`src/rtl/hex_port_pkg.sv`:
```
`default_nettype none
// ============================================================================
// Module      : hex_port_pkg
// Description : Shared register offsets, control bits and segment constants
//               for the seven-segment display port.
// Revision    : 1.0
// ============================================================================
package hex_port_pkg;

    localparam int          c_DIGIT_CNT = 6;
    localparam logic [2:0]  c_CTRL_OFF  = 3'd6;

    localparam int          c_DEC_BIT   = 0;
    localparam int          c_BLK_BIT   = 1;

    // Segment bit order: bit0 = a ... bit6 = g
    localparam int          c_SEG_A     = 0;
    localparam int          c_SEG_G     = 6;
    localparam int          c_SEG_W     = c_SEG_G - c_SEG_A + 1;

    localparam logic [6:0]  c_BLANK     = 7'h7F;

endpackage : hex_port_pkg
`default_nettype wire

```
`src/rtl/hex_port_if.sv`:
```
`default_nettype none
// ============================================================================
// Module      : hex_port_if
// Description : Processor data-bus view of the display port (address, write
//               data, write strobe and registered read-back).
// Revision    : 1.0
// ============================================================================
interface hex_port_if;

    logic [15:0] ADDR;
    logic [15:0] DOUT;
    logic        W;
    logic [15:0] RDATA;

    modport master (
        output ADDR,
        output DOUT,
        output W,
        input  RDATA
    );

    modport slave (
        input  ADDR,
        input  DOUT,
        input  W,
        output RDATA
    );

endinterface : hex_port_if
`default_nettype wire

```
`src/rtl/seg7_decoder.sv`:
```
`default_nettype none
// ============================================================================
// Module      : seg7_decoder
// Description : Combinational 4-bit to seven-segment decoder, active-high
//               segments, full 0-F table.
// Revision    : 1.0
// ============================================================================
module seg7_decoder
    import hex_port_pkg::*;
(
    input  logic [3:0]                 i_nibble,
    output logic [c_SEG_G:c_SEG_A]     o_seg
);

    always_comb begin
        o_seg = '0;
        case (i_nibble)
            4'h0: o_seg = 7'h3F;
            4'h1: o_seg = 7'h06;
            4'h2: o_seg = 7'h5B;
            4'h3: o_seg = 7'h4F;
            4'h4: o_seg = 7'h66;
            4'h5: o_seg = 7'h6D;
            4'h6: o_seg = 7'h7D;
            4'h7: o_seg = 7'h07;
            4'h8: o_seg = 7'h7F;
            4'h9: o_seg = 7'h6F;
            4'hA: o_seg = 7'h77;
            4'hB: o_seg = 7'h7C;
            4'hC: o_seg = 7'h39;
            4'hD: o_seg = 7'h5E;
            4'hE: o_seg = 7'h79;
            4'hF: o_seg = 7'h71;
            default: o_seg = '0;
        endcase
    end

endmodule : seg7_decoder
`default_nettype wire

```
`src/rtl/hex_port.sv`:
```
`default_nettype none
// ============================================================================
// Module      : hex_port
// Description : Memory-mapped six-digit seven-segment port with hex decode,
//               raw-segment mode, whole-display blink and registered read-back.
// Revision    : 1.0
// ============================================================================
module hex_port
    import hex_port_pkg::*;
#(
    parameter logic [15:0] BASE_ADDR = 16'h2000,
    parameter int          BLINK_DIV = 25000000,
    parameter int          CNT_W     = 25
) (
    input  logic       Clock,
    input  logic       Resetn,
    hex_port_if.slave  bus,
    output logic [6:0] HEX0,
    output logic [6:0] HEX1,
    output logic [6:0] HEX2,
    output logic [6:0] HEX3,
    output logic [6:0] HEX4,
    output logic [6:0] HEX5
);

    localparam logic [CNT_W-1:0] c_CNT_LAST = CNT_W'(BLINK_DIV - 1);

    logic [15:0]        w_off;
    logic               w_hit;
    logic               w_wr;
    logic               w_ctrl_wr;
    logic [15:0]        w_rdata;

    logic [c_SEG_W-1:0] r_digit [c_DIGIT_CNT];
    logic [c_SEG_W-1:0] w_pat   [c_DIGIT_CNT];
    logic [6:0]         r_hex   [c_DIGIT_CNT];
    logic               r_dec;
    logic               r_blk;
    logic [CNT_W-1:0]   r_cnt;
    logic               r_blank;

    // Addresses below BASE wrap to large offsets and fall out of range.
    assign w_off     = bus.ADDR - BASE_ADDR;
    assign w_hit     = (w_off < 16'd7);
    assign w_wr      = bus.W && w_hit;
    assign w_ctrl_wr = w_wr && (w_off[2:0] == c_CTRL_OFF);

    always_comb begin
        w_rdata = '0;
        if (w_hit) begin
            if (w_off[2:0] == c_CTRL_OFF) begin
                w_rdata = {14'b0, r_blk, r_dec};
            end else begin
                w_rdata = {9'b0, r_digit[w_off[2:0]]};
            end
        end
    end

    always_ff @(posedge Clock or negedge Resetn) begin
        if (!Resetn) begin
            for (int k = 0; k < c_DIGIT_CNT; k++) begin
                r_digit[k] <= '0;
            end
            r_dec     <= 1'b0;
            r_blk     <= 1'b0;
            bus.RDATA <= '0;
        end else begin
            bus.RDATA <= w_rdata;
            for (int k = 0; k < c_DIGIT_CNT; k++) begin
                if (w_wr && (w_off[2:0] == 3'(k))) begin
                    r_digit[k] <= bus.DOUT[6:0];
                end
            end
            if (w_ctrl_wr) begin
                r_dec <= bus.DOUT[c_DEC_BIT];
                r_blk <= bus.DOUT[c_BLK_BIT];
            end
        end
    end

    // Any control write that is not BLK 1->1 restarts the blink from visible.
    always_ff @(posedge Clock or negedge Resetn) begin
        if (!Resetn) begin
            r_cnt   <= '0;
            r_blank <= 1'b0;
        end else if (w_ctrl_wr && !(r_blk && bus.DOUT[c_BLK_BIT])) begin
            r_cnt   <= '0;
            r_blank <= 1'b0;
        end else if (r_blk) begin
            if (r_cnt == c_CNT_LAST) begin
                r_cnt   <= '0;
                r_blank <= ~r_blank;
            end else begin
                r_cnt   <= r_cnt + 1'b1;
            end
        end
    end

    for (genvar k = 0; k < c_DIGIT_CNT; k++) begin : g_digit
        logic [c_SEG_W-1:0] w_dec_seg;

        seg7_decoder u_dec (
            .i_nibble (r_digit[k][3:0]),
            .o_seg    (w_dec_seg)
        );

        assign w_pat[k] = r_dec ? w_dec_seg : r_digit[k];
    end

    always_ff @(posedge Clock or negedge Resetn) begin
        if (!Resetn) begin
            for (int k = 0; k < c_DIGIT_CNT; k++) begin
                r_hex[k] <= c_BLANK;
            end
        end else begin
            for (int k = 0; k < c_DIGIT_CNT; k++) begin
                r_hex[k] <= r_blank ? c_BLANK : ~w_pat[k];
            end
        end
    end

    assign HEX0 = r_hex[0];
    assign HEX1 = r_hex[1];
    assign HEX2 = r_hex[2];
    assign HEX3 = r_hex[3];
    assign HEX4 = r_hex[4];
    assign HEX5 = r_hex[5];

endmodule : hex_port
`default_nettype wire

```
`src/flat_wrapper.sv`:
```
// flat-port wrapper written by rule: the top's interface ports become plain ports
module hex_port_flat import hex_port_pkg::*;
#(
    parameter logic [15:0] BASE_ADDR = 16'h2000,
    parameter int          BLINK_DIV = 25000000,
    parameter int          CNT_W     = 25
)
  (Clock, Resetn, HEX0, HEX1, HEX2, HEX3, HEX4, HEX5, bus_ADDR, bus_DOUT, bus_W, bus_RDATA);
  hex_port_if bus_i ();
  input  logic Clock;
  input  logic Resetn;
  output logic [6:0] HEX0;
  output logic [6:0] HEX1;
  output logic [6:0] HEX2;
  output logic [6:0] HEX3;
  output logic [6:0] HEX4;
  output logic [6:0] HEX5;
  input wire logic [$bits(bus_i.ADDR)-1:0] bus_ADDR;
  input wire logic [$bits(bus_i.DOUT)-1:0] bus_DOUT;
  input wire logic [$bits(bus_i.W)-1:0] bus_W;
  output wire logic [$bits(bus_i.RDATA)-1:0] bus_RDATA;
  assign bus_i.ADDR = bus_ADDR;
  assign bus_i.DOUT = bus_DOUT;
  assign bus_i.W = bus_W;
  assign bus_RDATA = bus_i.RDATA;
  hex_port #(.BASE_ADDR(BASE_ADDR), .BLINK_DIV(BLINK_DIV), .CNT_W(CNT_W)) u_core (.Clock(Clock), .Resetn(Resetn), .bus(bus_i), .HEX0(HEX0), .HEX1(HEX1), .HEX2(HEX2), .HEX3(HEX3), .HEX4(HEX4), .HEX5(HEX5));
endmodule
```
`config.mk`:
```
export PLATFORM = sky130hd
export DESIGN_NAME = hex_port_flat
export DESIGN_NICKNAME = d
export VERILOG_FILES = /design/src/rtl/hex_port_pkg.sv /design/src/rtl/hex_port_if.sv /design/src/rtl/seg7_decoder.sv /design/src/rtl/hex_port.sv /design/src/flat_wrapper.sv
export SDC_FILE = /design/constraint.sdc
export NUM_CORES = 1
export LEC_CHECK = 0
export BUFFER_PORTS_ARGS = -buffer_cell sky130_fd_sc_hd__buf_4
export CAP_MARGIN = 20
export CORE_ASPECT_RATIO = 1.25
export CORE_UTILIZATION = 59
export CTS_BUF_LIST = sky130_fd_sc_hd__clkbuf_16
export CTS_CLUSTER_SIZE = 30
export DETAILED_ROUTE_END_ITERATION = 8
export GPL_TIMING_DRIVEN = 0
export PLACE_DENSITY = 0.91
export SKIP_CTS_REPAIR_TIMING = 1
export SLEW_MARGIN = 40
export SYNTH_ARGS = -nofsm -noshare
export SYNTH_HDL_FRONTEND = slang
export SYNTH_SLANG_ARGS = --single-unit
```
`constraint.sdc`:
```
create_clock -name Clock -period 2.15 [get_ports Clock]
set_input_delay 0.3225 -clock Clock [delete_from_list [all_inputs] [get_ports Clock]]
set_output_delay 0.3225 -clock Clock [all_outputs]
set_load 0.005 [all_outputs]
```
==> impl_metrics.ini, run 1 <==
[sta]
fin_skew_ns = 0.005295
setup_violations = 0
hold_violations = 0
hold-worst-slack_ns = 0.2144
timing.fmax_mhz = 480.0
max_slew_margin_pct = 47.48
slew_violations = 0
period_needed_ns = 2.083
setup-tns-final_ns = 0
fin_ws_ns = 0.06675
tightest_slew_ns = 0.7878
min_period_over_period_pct = 96.90

[global_route]
grt_antenna_before_repair = 0
use_met1_pct = 37.83
grtUsageMet3_pct = 8.221
grtUsageMet2_pct = 55.21
grt.total_usage_pct = 32.68
grt_overflow = 0
grt_max_degree = 63
grt_pass1_vias = 6090
grt_pass1_wl_um = 30850
busiest_layer = met2

[final_layout]
multi_input_area_um2 = 3672
area_growth_pct = 21.84
drive_gt1_share_pct = 28.72
n_fill_cell = 762
regArea_um2 = 3032
layout.nets = 893
diodes = 0

[detailed_routing]
drt_wl_total_um = 19680
via_per_inst = 6.310
drc = 0
ant_nets = 0
drtIter0Drc = 577
vias = 6310
wire_per_inst_um = 19.68
first_pass_iters = 5

[synth]
ys.flop_type = dfrtp_1
synth_fa_ha_area_share_pct = 5.677
synth_seq_cells = 119
async_flop_share_pct = 100.0
yosys.area.top_type = dfrtp_1
synth-seq-area-share_pct = 42.97
synthMuxAreaShare_pct = 10.86
synth_cells = 724
synth.area.top_cells = dfrtp_1 27%, dfstp_2 16%, ha_1 5.7%
syn_avg_cell_area_um2 = 9.742
synth_top_cell_area_share_pct = 27.32
yosys_warnings = 0
synth_top_family_by_area = compound AO/OA/AOI/OAI gates
yosys.area_share.simple_pct = 16.85
synth_compound_area_share_pct = 17.46
synth_xor_area_share_pct = 0.2484
synth-edff-count = 0
netlist_area_um2 = 7053
ys_types = 61

[power_and_ir_drop]
ir_drop_uv = 414.6
p_comb_share_pct = 3.7
powerDensity_nw_per_um2 = 663.4
power.leakage_nw = 3.799
p_clk_share_pct = 56.9
p_seq_share_pct = 39.4
switching_share_pct = 21.04
p_switching_mw = 1.200
p_int_mw = 4.501

[critical_path]
cp.arrival_ns = 2.43
cp-endpoint = u_core.HEX0[0]
cp_common_cell = clkbuf_1
cp_top_family = buffers and inverters
path_buf_inv = 3
path_max_fanout = 10
crit_path_start_kind = flip-flop
cp.required_ns = 2.50
worst-setup-path-type = reg -> reg
r2r_setup_slack_ns = 0.07
slowest_stage = clkbuf_1
reg2reg_depth = 6
crit_chain = clkbuf_1, inv_1, clkbuf_1, a211oi_1, a21oi_1, or2_2
r2r-start = u_core.r_dec
r2r-end = u_core.HEX0[0]
crit_cells = 6
slowest_delay_ns = 0.49
cp-startpoint = u_core.r_dec
end_kind = flip-flop

[clocking]
clock_latency_ns = 0.42
cts_max_level = 4
cts_buffers = 17
tritoncts = built
clkTransAtPathRegs_ns = 0.06
numClockSinks = 119
cts_buffer_depth = 2
clockRootBuffer = clkbuf_16

[min_path]
hold_path_class = in -> reg

[floorplan]
fp.dieW_um = 99.79
io_pins = 93
initial_utilization_pct = 60.72
die_area_um2 = 12400
core_um2 = 11620
row_count = 44
die_h_um = 124.2

[placement]
place_ws_ns = -0.3243
dp_hpwl_um = 13030
globalplace.congestion = 0.9517
port-buffer-count = 72

[run_status]
status = finished clean

[job]
drv_cap = 0
tightest hold or removal path: stages:
cell,delay [ns]
buf_4,0.15
nand2_1,0.05
o21ai_0,0.07
cells in the final DEF (no fill, tap or decap), types with 4 or more instances in the layout:
cell       synthesis  layout
nand2b_1           9       9
a21o_1             5       5
or2_2             18      18
dfrtp_1           77      76
bufinv_16          0       6
a31oi_1            5       5
nand3_1           11      11
inv_1             37      37
mux2_4            12      12
a21oi_1           50      50
nor2_1            29      29
o21a_1             4       4
nand2_1           82      82
buf_4             11      83
ha_1              32      32
o31ai_1            7       7
or3_1             14      14
mux2i_1           27      27
clkbuf_2           0       5
or4_1              7       7
dfstp_2           42      42
a311o_1           10      10
clkbuf_16          0      17
o21ai_0           77      77
nand4_1            5       5
nor4_4             4       5
buf_2              5       5
and3_1             7       7
conb_1             1       9
a211o_1           12      12
clkbuf_1          31      28
mux2_2            19      19
a211oi_1          13      13
nor3_1            11      11
mux4_2             4       4
cells in the mapped netlist, types with 4 or more instances:
cell / instances
mux2i_1: 27
mux2_4: 12
o21ai_0: 77
buf_1: 5
clkbuf_1: 31
a211oi_1: 13
buf_4: 11
or4_1: 7
a211o_1: 12
a31oi_1: 5
or2_2: 18
nor4_4: 4
or3_1: 14
a311o_1: 10
mux2_2: 19
nor2_1: 29
buf_2: 5
and4_1: 4
nand4_1: 5
dfstp_2: 42
nand3_1: 11
dfrtp_1: 77
o21a_1: 4
nand2b_1: 9
nor3_1: 11
nand2_1: 82
and3_1: 7
inv_1: 37
a21o_1: 5
mux4_2: 4
o31ai_1: 7
ha_1: 32
a21oi_1: 50
metal layers:
layer  vias to the layer above  part of all wire, %
met1                      3032                   36
met5                         -                    0
met2                       411                   51
li1                       2779                    -
met4                         0                  4.3
met3                        88                  8.8
kinds of logic (layout without fill, tap and decap cells):
family | after synthesis | count (layout)
simple gates | 218 | 218
compound gates | 197 | 197
other cells | 1 | 9
xor+xnor | 2 | 2
fa+ha+maj | 32 | 32
mux | 63 | 63
buf+inv | 92 | 199
flops | 119 | 119
through the flow:
step | std cells | instance area, um2 | total power [mW] | util [%]
after floorplan | 732 | 7083 | 2.367 | -
after CTS | 998 | 8533 | 5.723 | 73.46
after detailed placement | 966 | 7860 | 2.487 | 67.66
final | 1000 | 8593 | 5.700 | 73.98
after global placement | 965 | 7825 | 2.476 | 67.36
after global routing | 1000 | 8593 | 5.839 | 73.98
layout make-up:
cell class / instances / share of cell area, %
Buffer: 55 / 3.291
Clock buffer: 17 / 4.950
Clock inverter: 15 / 2.883
Inverter: 37 / 1.616
Multi-Input combinational cell: 521 / 42.73
Sequential cell: 119 / 35.28
Tap cell: 161 / 2.344
Timing Repair Buffer: 75 / 6.902
state kept, by name (all words and copies together) (netlist names):
signal            count
u_core.r_digit       42
u_core.r_cnt         25
u_core.HEX0           7
u_core.HEX1           7
u_core.HEX2           7
u_core.HEX3           7
u_core.HEX4           7
u_core.HEX5           7
u_core.bus.RDATA      7
u_core.r_blank        1
u_core.r_blk          1
u_core.r_dec          1
how the worst min path moves through the flow:
stage / startpoint / endpoint / cells past startpoint
global route: bus_DOUT[5] / u_core.r_digit[19] / 2
detailed placement: Resetn / u_core.r_cnt[20] / 1
CTS: Resetn / u_core.r_cnt[21] / 1
global placement: u_core.r_cnt[1] / u_core.r_cnt[1] / 1
floorplan: Resetn / u_core.bus.RDATA[0] / 0
finish: bus_DOUT[2] / u_core.r_digit[30] / 3
power by group through the flow:
stage	registers [mW]	clock network, mW	logic [mW]
2_1_floorplan	2.28	0	0.0823
3_3_place_gp	2.28	0	0.192
3_5_place_dp	2.28	0	0.203
4_1_cts	2.25	3.27	0.206
5_1_grt	2.25	3.37	0.228
6_report	2.25	3.24	0.209
(Power assumes the default switching activity.)
==> run 2: changes to the inputs <==
- ABC_AREA: not set -> 0
- CORE_MARGIN: not set -> 3
==> impl_metrics.ini, run 2 (synthesis results as in run 1) <==
[sta]
rsz0062_at_grt = no
timing.fmax_mhz = 494.1
fin_skew_ns = 0.007497
slew_violations = 0
period_needed_ns = 2.024
max_slew_margin_pct = 48.04
hold_violations = 0
tightest_slew_ns = 0.7794
fin_ws_ns = 0.1262
setup_violations = 0
min_period_over_period_pct = 94.13
hold-worst-slack_ns = 0.2120

[floorplan]
die_h_um = 128.2
initial_utilization_pct = 60.43
die_area_um2 = 13310
core_um2 = 11670
io_pins = 93
fp.dieW_um = 103.8
row_count = 44

[final_layout]
finalNonFillerCells = 1000
layout.nets = 893
area_growth_pct = 20.77
largest_register_ffs = 42
diodes = 0
drive_gt1_share_pct = 27.53
n_fill_cell = 767
finalInstanceArea_um2 = 8518
top_regs = u_core.r_digit (42), u_core.r_cnt (25)
layout_common_cells = 82 x buf_4, 82 x nand2_1, 77 x o21ai_0, 77 x dfrtp_1, 50 x a21oi_1
top_register = u_core.r_digit

[detailed_routing]
first_pass_iters = 5
drt_wl_total_um = 19820
via_per_inst = 6.265
ant_nets = 0
vias = 6265
drtIter0Drc = 630
drc = 0
wire_per_inst_um = 19.82

[placement]
port-buffer-count = 72
placed_cells = 966
globalplace.congestion = 0.9401
place_ws_ns = -0.4020
dpl-instance-area_um2 = 7860
dp_hpwl_um = 12950

[critical_path]
slowest_stage = nor4_4
path_max_fanout = 10
crit_chain = buf_4, inv_1, ha_1, nor4b_2, nand4_1, buf_6, nor4_4, mux2_2
cp.arrival_ns = 2.32
worst-setup-path-type = in -> reg
r2r_setup_slack_ns = 0.16
path_buf_inv = 3
slowest_delay_ns = 0.57
cp.required_ns = 2.44
cp_top_family = simple AND/OR/NAND/NOR gates
end_kind = flip-flop
crit_path_start_kind = input port

[clocking]
clkTransAtPathRegs_ns = 0.05
tritoncts = built
clockRootBuffer = clkbuf_16
numClockSinks = 119
cts_buffer_depth = 2
cts_buffers = 17
clock_latency_ns = 0.42
cts_max_level = 4

[global_route]
grt_max_degree = 65
grt_antenna_before_repair = 0
grt.total_usage_pct = 29.90
grt_pass1_vias = 6290
grt_pass1_wl_um = 31280
grt_overflow = 0

[min_path]
hold_path_class = in -> reg

[power_and_ir_drop]
ir_drop_uv = 458.3
powerDensity_nw_per_um2 = 626.7
power.leakage_nw = 3.786

[job]
drv_cap = 0

[run_status]
status = finished clean
run 2: cell type report:
cell class	instances	area, um2	share of cell area, %
clock inverters	15	170.2	1.998
clock buffers	17	425.4	4.994
repair buffers	75	605.6	7.109
flip-flops and latches	119	3030	35.58
multi-input cells	521	3665	43.02
well taps	161	201.4	2.365
plain buffers	55	281.5	3.305
inverters	37	138.9	1.630
run 2: worst paths after layout:
kind,cells past startpoint,end,startpoint
min reg2reg,1,u_core.r_cnt[1],u_core.r_cnt[1]
max,8,u_core.r_digit[13],bus_ADDR[13]
max reg2reg,6,u_core.r_cnt[18],u_core.r_cnt[10]
min in group asynchronous,2,u_core.r_digit[9],Resetn
min,2,u_core.r_digit[12],bus_DOUT[5]
max in group asynchronous,3,u_core.HEX5[5],Resetn
run 2: layer usage:
metal	up-vias	track usage (%)	share of wire [%]
met5	-	0	0
met4	0	19.25	6.1
met3	115	7.254	8.9
met2	386	51.66	50
met1	2987	33.22	35
li1	2777	-	-
run 2: through the flow:
stage	power (mW)	TNS, ns	util, %
after detailed placement	2.489	-12.83	67.35
after CTS	5.337	-1.805	72.45
after global routing	5.472	0	72.98
final	5.338	0	72.98
after global placement	2.478	-10.49	67.05
after floorplan	2.367	0	-
run 2: power by group:
group,switching (mW),leakage (nW),internal [mW]
registers,0.000992,1.45,2.25
clock network,0.978,0.308,1.90
logic,0.136,2.02,0.0768
total,1.11,3.79,4.22
